### src/rtl/alpha_pixel_shifter.sv
// Alpha-mode character serialiser: latches the VRAM character byte, addresses the
// glyph ROM and shifts the returned row out one pixel per pixel-clock enable.
module alpha_pixel_shifter #(
   parameter int unsigned GLYPH_TOP = 3,
   parameter int unsigned CELL_ROWS = 12
) (
   input  logic       Clk,
   input  logic       nReset,
   input  logic       PixEn,
   input  logic       HActive,
   input  logic       LineStart,
   input  logic       FieldStart,
   input  logic [7:0] VData,
   input  logic       VStrobe,
   input  logic       Css,
   input  logic [7:0] RomData,
   output logic [5:0] CharCode,
   output logic [3:0] RomRow,
   output logic       FetchReq,
   output logic       PixOut,
   output logic       CssOut,
   output logic       Underrun
);

   localparam int unsigned ROW_W   = 4;
   localparam int unsigned PIX_W   = 3;
   localparam int unsigned PX_W    = 8;
   localparam int unsigned GLYPH_H = 7;

   logic [ROW_W-1:0] row_cnt;
   logic [PIX_W-1:0] pix_cnt;
   logic [6:0]       char_latch;
   logic             valid;
   logic [PX_W-1:0]  shift_reg;

   logic             in_band_c;
   logic             step_c;
   logic             load_c;
   logic [PX_W-1:0]  base_c;
   logic [PX_W-1:0]  glyph_c;
   logic             unused_vdata_c;

   assign unused_vdata_c = VData[7];

   // Glyph band decode and ROM addressing
   always_comb begin
      in_band_c = (row_cnt >= ROW_W'(GLYPH_TOP)) &&
                  (row_cnt <= ROW_W'(GLYPH_TOP + GLYPH_H - 1));
      RomRow    = in_band_c ? (row_cnt - ROW_W'(GLYPH_TOP)) : '0;
      CharCode  = char_latch[5:0];
      step_c    = PixEn && HActive;
      load_c    = step_c && (pix_cnt == '0);
      base_c    = in_band_c ? RomData : '0;
      glyph_c   = valid ? (base_c ^ {PX_W{char_latch[6]}}) : '0;
   end

   always_ff @(posedge Clk or negedge nReset) begin
      if (!nReset) begin
         row_cnt    <= '0;
         pix_cnt    <= '0;
         char_latch <= '0;
         valid      <= 1'b0;
         shift_reg  <= '0;
         PixOut     <= 1'b0;
         CssOut     <= 1'b0;
         FetchReq   <= 1'b0;
         Underrun   <= 1'b0;
      end else begin
         // Field start overrides the per-line row advance
         if (FieldStart)
            row_cnt <= '0;
         else if (LineStart)
            row_cnt <= (row_cnt == ROW_W'(CELL_ROWS - 1)) ? '0 : row_cnt + ROW_W'(1);

         if (LineStart)
            pix_cnt <= '0;
         else if (step_c)
            pix_cnt <= pix_cnt + PIX_W'(1);

         FetchReq <= LineStart || load_c;

         if (load_c) begin
            PixOut    <= glyph_c[PX_W-1];
            shift_reg <= glyph_c << 1;
            CssOut    <= Css;
         end else if (step_c) begin
            PixOut    <= shift_reg[PX_W-1];
            shift_reg <= shift_reg << 1;
         end else if (PixEn) begin
            PixOut    <= 1'b0;
         end

         // A strobe coinciding with a load refills the latch after the load used it
         if (VStrobe) begin
            char_latch <= VData[6:0];
            valid      <= 1'b1;
         end else if (load_c) begin
            valid      <= 1'b0;
         end

         if (FieldStart)
            Underrun <= 1'b0;
         else if (load_c && !valid)
            Underrun <= 1'b1;
      end
   end

endmodule

### config.mk
export PLATFORM = sky130hd
export DESIGN_NAME = alpha_pixel_shifter
export DESIGN_NICKNAME = d
export VERILOG_FILES = /design/src/rtl/alpha_pixel_shifter.sv
export SDC_FILE = /design/constraint.sdc
export NUM_CORES = 1
export LEC_CHECK = 0
export ABC_AREA = 1
export CORE_UTILIZATION = 47
export DETAILED_ROUTE_END_ITERATION = 8
export DONT_BUFFER_PORTS = 1
export SYNTH_ARGS = -nofsm -noshare
export SYNTH_HDL_FRONTEND = slang
export SYNTH_SLANG_ARGS = --single-unit
export TNS_END_PERCENT = 30
### constraint.sdc
create_clock -name Clk -period 3.2 [get_ports Clk]
set_clock_uncertainty 0.2 [all_clocks]
set_input_delay 0.32 -clock Clk [delete_from_list [all_inputs] [get_ports Clk]]
set_output_delay 0.32 -clock Clk [all_outputs]
set_load 0.03 [all_outputs]
* Word level (Yosys, flattened, before mapping)
Index checks and enable logic that the tools add are counted. W data, S select, Z words.
Word-level totals: register bits 27, output and inout port bits 14, word-level logic and storage cells 46
Cells by class: add/subtract/negate cells 3, order comparisons 2, equality and inequality tests 1, multiplexer cells 17, bitwise logic cells 1, reductions and logical operators 13
Operators by type and width (number):
- $mux W8 | 4
- $mux W4 | 4
- $reduce_bool A2 Y1 | 5
- $xor A8 B8 Y8 | 1
- $mux W1 | 7
- $mux W3 | 2
- $add A4 B1 Y4 const B | 1
- $eq A4 B4 Y1 const B | 1
- $ge A4 B2 Y1 const B | 1
- $le A4 B4 Y1 const B | 1
- $logic_and A1 B1 Y1 | 4
- $sub A4 B2 Y4 const B | 1
- $add A3 B1 Y3 const B | 1
- $logic_not A3 Y1 | 1
- $reduce_bool A3 Y1 | 1
- $logic_not A1 Y1 | 1
- $logic_or A1 B1 Y1 | 1

* Depth between registers and ports, before layout
word-level depth 6, mapped depth 11, gate-level depth less buffers 10

* Worst setup path before layout
No wires, ideal clock.
path type register -> output, start register row_cnt[0], end output port RomRow[3], data arrival time 1.574 ns, required time 2.680 ns, setup slack 1.106 ns, stages on the path, launching flop included 10, buffers on the path 1, cell sequence dfrtp_1 -> inv_1 -> ha_1 -> inv_1 -> nand2_1 -> nand2_1 -> nand2_2 -> buf_6 -> o21ai_0 -> a21oi_1
Between the ends: word-level cells in the longest chain between the ends 3, elaborated cells on any way between the ends 5, those cells by class add/sub (1); order compare (2); mux (1); reduce/logical (1)
RTL lines:
- start: declaration | line 30 | logic [ROW_W-1:0] row_cnt;
- start signal: assignment | line 73 | row_cnt <= (row_cnt == ROW_W'(CELL_ROWS - 1)) ? '0 : row_cnt + ROW_W'(1);
- $ge A4 B2 Y1 or $le A4 B4 Y1 (tied branches) | line 47, 48
- $logic_and A1 B1 Y1 | line 47 | in_band_c = (row_cnt >= ROW_W'(GLYPH_TOP)) &&
- $mux W4 (*) | line 49 | RomRow = in_band_c ? (row_cnt - ROW_W'(GLYPH_TOP)) : '0;
- end: declaration | line 18 | output logic [3:0] RomRow,
Every way passes the cells marked *; elsewhere a longest branch is shown, timed or not.

* Worst setup path in the final report
Ends and elaborated chain as after synthesis.

==> impl_metrics.toml <==
[sta]
worst_slew_pin_slew_ns = 0.640
rsz0062_at_grt = "no"
finalCritPeriodShare_pct = 80.7
relSlewSlack_pct = 57.5
fmaxAchievable_mhz = 387
setup_violations = 0
finalSetupTns_ns = 0
fin_crit_ns = 2.58
hold_violations = 0
drv_slew = 0
layout_setup_ws_ns = 0.617

[layout]
final_cells = 199
final_layout_size_suffix_gt1_share_pct = 14.3
n_antenna_cell = 0
areaGrowthSynthToFinish_pct = 11.8
mostFrequentLayoutCells = "nand2_1, dfrtp_1, nand3_1, inv_1, dlygate4sd3_1"
final_common_cell = "nand2_1"
final_nets = 198

[hold_path]
hp-class = "in2reg"

[run_status]
status = "finished, violations left"
violations = "design-rule violations"

[power]
p_per_area_nw_per_um2 = 481
vdd_ir_drop_max_v = 0.000242
p_leak_nw = 0.707
p_total_w = 0.000758

[logic_synthesis]
post_synth.cell_area_avg_um2 = 8.74
synth-edff-count = 0
synth_compound_area_share_pct = 12.4
synth_cell_types = 27
yosysTopAreaCell = "dfrtp_1"
async_flop_share_pct = 100
ys_warn_count = 0
synth_top_family_by_area = "simple AND/OR/NAND/NOR gates"
yosys.area_share.simple_pct = 19.9
synth_top_cell_area_share_pct = 46.2
synth-main-ff-cell = "dfrtp_1"
synthTopCellsByArea = "dfrtp_1, nand2_1, nand3_1"
ys_seq_area_share_pct = 46.2
synth_nets = 190
syn_inst = 161
synth.cell_area_um2 = 1410
synthMuxAreaShare_pct = 5.60
yosys.area_share.adder_pct = 4.44
synth-seq-cells = 26
synth-xor-area-share_pct = 1.24

[worst_setup_path]
worstSetupStartpointType = "flop"
critical_path_class = "reg2out"
arrival_ns = 2.06
cp_slowest_cell = "a21oi_1"
path_cells = "inv_1 > ha_1 > inv_1 > nand2_1 > nand2_1 > nand2_2 > o21ai_0 > a21oi_1"
worst_ep_required_time_ns = 2.68
endpoint_kind = "output port"
path_max_fanout = 17
critPathMaxStageDelay_ns = 0.52

[clocking]
cts_made_buffers = 3
clk_latency_ns = 0.32
cts_setup_buffers = 0
clock-sinks = 26
cts-root-buf = "clkbuf_4"
clk_pin_slew_ns = 0.14
cts.htree.levels = 1
cts_tree = "built"
clock_path_buffers = 2

[floorplan]
die_area_um2 = 3220
start_util_pct = 50.2
num_io_pins = 38
die_x_um = 56.7
die_h_um = 56.7
rows = 19
core-area_um2 = 2810

[global_routing]
grt_pass1_wl_um = 4740
track_usage_pct = 18.8
grt_overflow_total = 0
grt_antenna_before_repair = 0
grt_max_degree = 27
grt_pass1_vias = 1062

[detailed_routing]
drc = 2
antenna_left = 0
wirelength_um = 2710
vias = 1077
drtIter0Drc = 44
wire_per_inst_um = 13.6
via_per_inst = 5.41
firstDrtPassIters = 6

[placed_design]
place_congestion = 0.794
dp_hpwl_um = 1880
dpl_worst_slack_ns = 0.973
place_inst = 181
port_buffers = 0

[run]
max_cap_violations = 0
-- where the power goes --
group / total (W) / switching [W] / internal (W)
Sequential: 0.000417 / 0.0000527 / 0.000364
Combinational: 0.000117 / 0.0000653 / 0.0000518
Clock: 0.000223 / 0.0000968 / 0.000127
-- cells by family after synthesis --
group | after synthesis
buffers and inverters | 29
XOR/XNOR | 2
multiplexers | 7
flip-flops | 26
AND/OR/NAND/NOR | 63
adder cells (fa/ha/maj) | 5
AO/OA/AOI/OAI | 29
-- worst paths after layout --
check | from | endpoint | slack [ns] | cells after the start
max | row_cnt[0] | RomRow[3] | 0.62 | 8
min | RomData[1] | shift_reg[2] | 0.02 | 3
max reg2reg | row_cnt[0] | shift_reg[1] | 1.43 | 7
min reg2reg | shift_reg[1] | shift_reg[1] | 0.30 | 2
max in group asynchronous | nReset | pix_cnt[2] | 2.43 | 2
min in group asynchronous | nReset | shift_reg[7] | 0.22 | 2
-- metal layers --
layer  share of wire [%]  vias up  GRT usage (%)
met5                   0        -              0
met2                  52       28           31.6
li1                    -      532              -
met1                  42      513           24.2
met3                 5.1        4           2.76
met4                0.92        0           7.50
-- worst max-delay path: cells and delay by family, from the launching register on --
| kind | cells | cell delay, ns |
|---|---|---|
| AOI/OAI and AO/OA | 2 | 0.66 |
| DFF | 1 | 0.47 |
| and+or+nand+nor | 3 | 0.35 |
| adders and majority gates | 1 | 0.14 |
| buffers and inverters | 2 | 0.13 |
-- stage by stage --
stage	hold slack (ns)	area, µm²	utilization (%)
finish	0.0215	1570	56.1
global route	0.0116	1570	56.1
CTS	0.00945	1570	56.1
detailed placement	-0.175	1370	48.9
global placement	-0.175	1370	48.9
floorplan	-0.176	1410	-
-- cells in the mapped netlist, types with 2 or more instances --
library cell  number
nand2_1           29
dfrtp_1           26
nand3_1           18
inv_1             15
o21ai_0           12
nor2_1            11
mux2_2             7
buf_4              6
a21oi_1            5
a21oi_2            5
ha_1               5
buf_2              3
o22ai_1            3
inv_2              2
xor2_1             2
-- cell type report --
cell class | count | area [µm²]
fill | 270 | 1230
sequential | 26 | 651
clock inverter | 1 | 30.0
tap | 31 | 38.8
inverter | 18 | 67.6
timing repair buffer | 14 | 150
clock buffer | 3 | 22.5
multi-input combinational | 106 | 614
-- repair_timing --
item / in CTS / in global routing
gates resized for setup: 0 / 0
hold buffers: 14 / 0
endpoints found under the hold margin: 42 / 0
endpoints found under the setup margin: 0 / 0
Power figures use the tool's default switching activity.
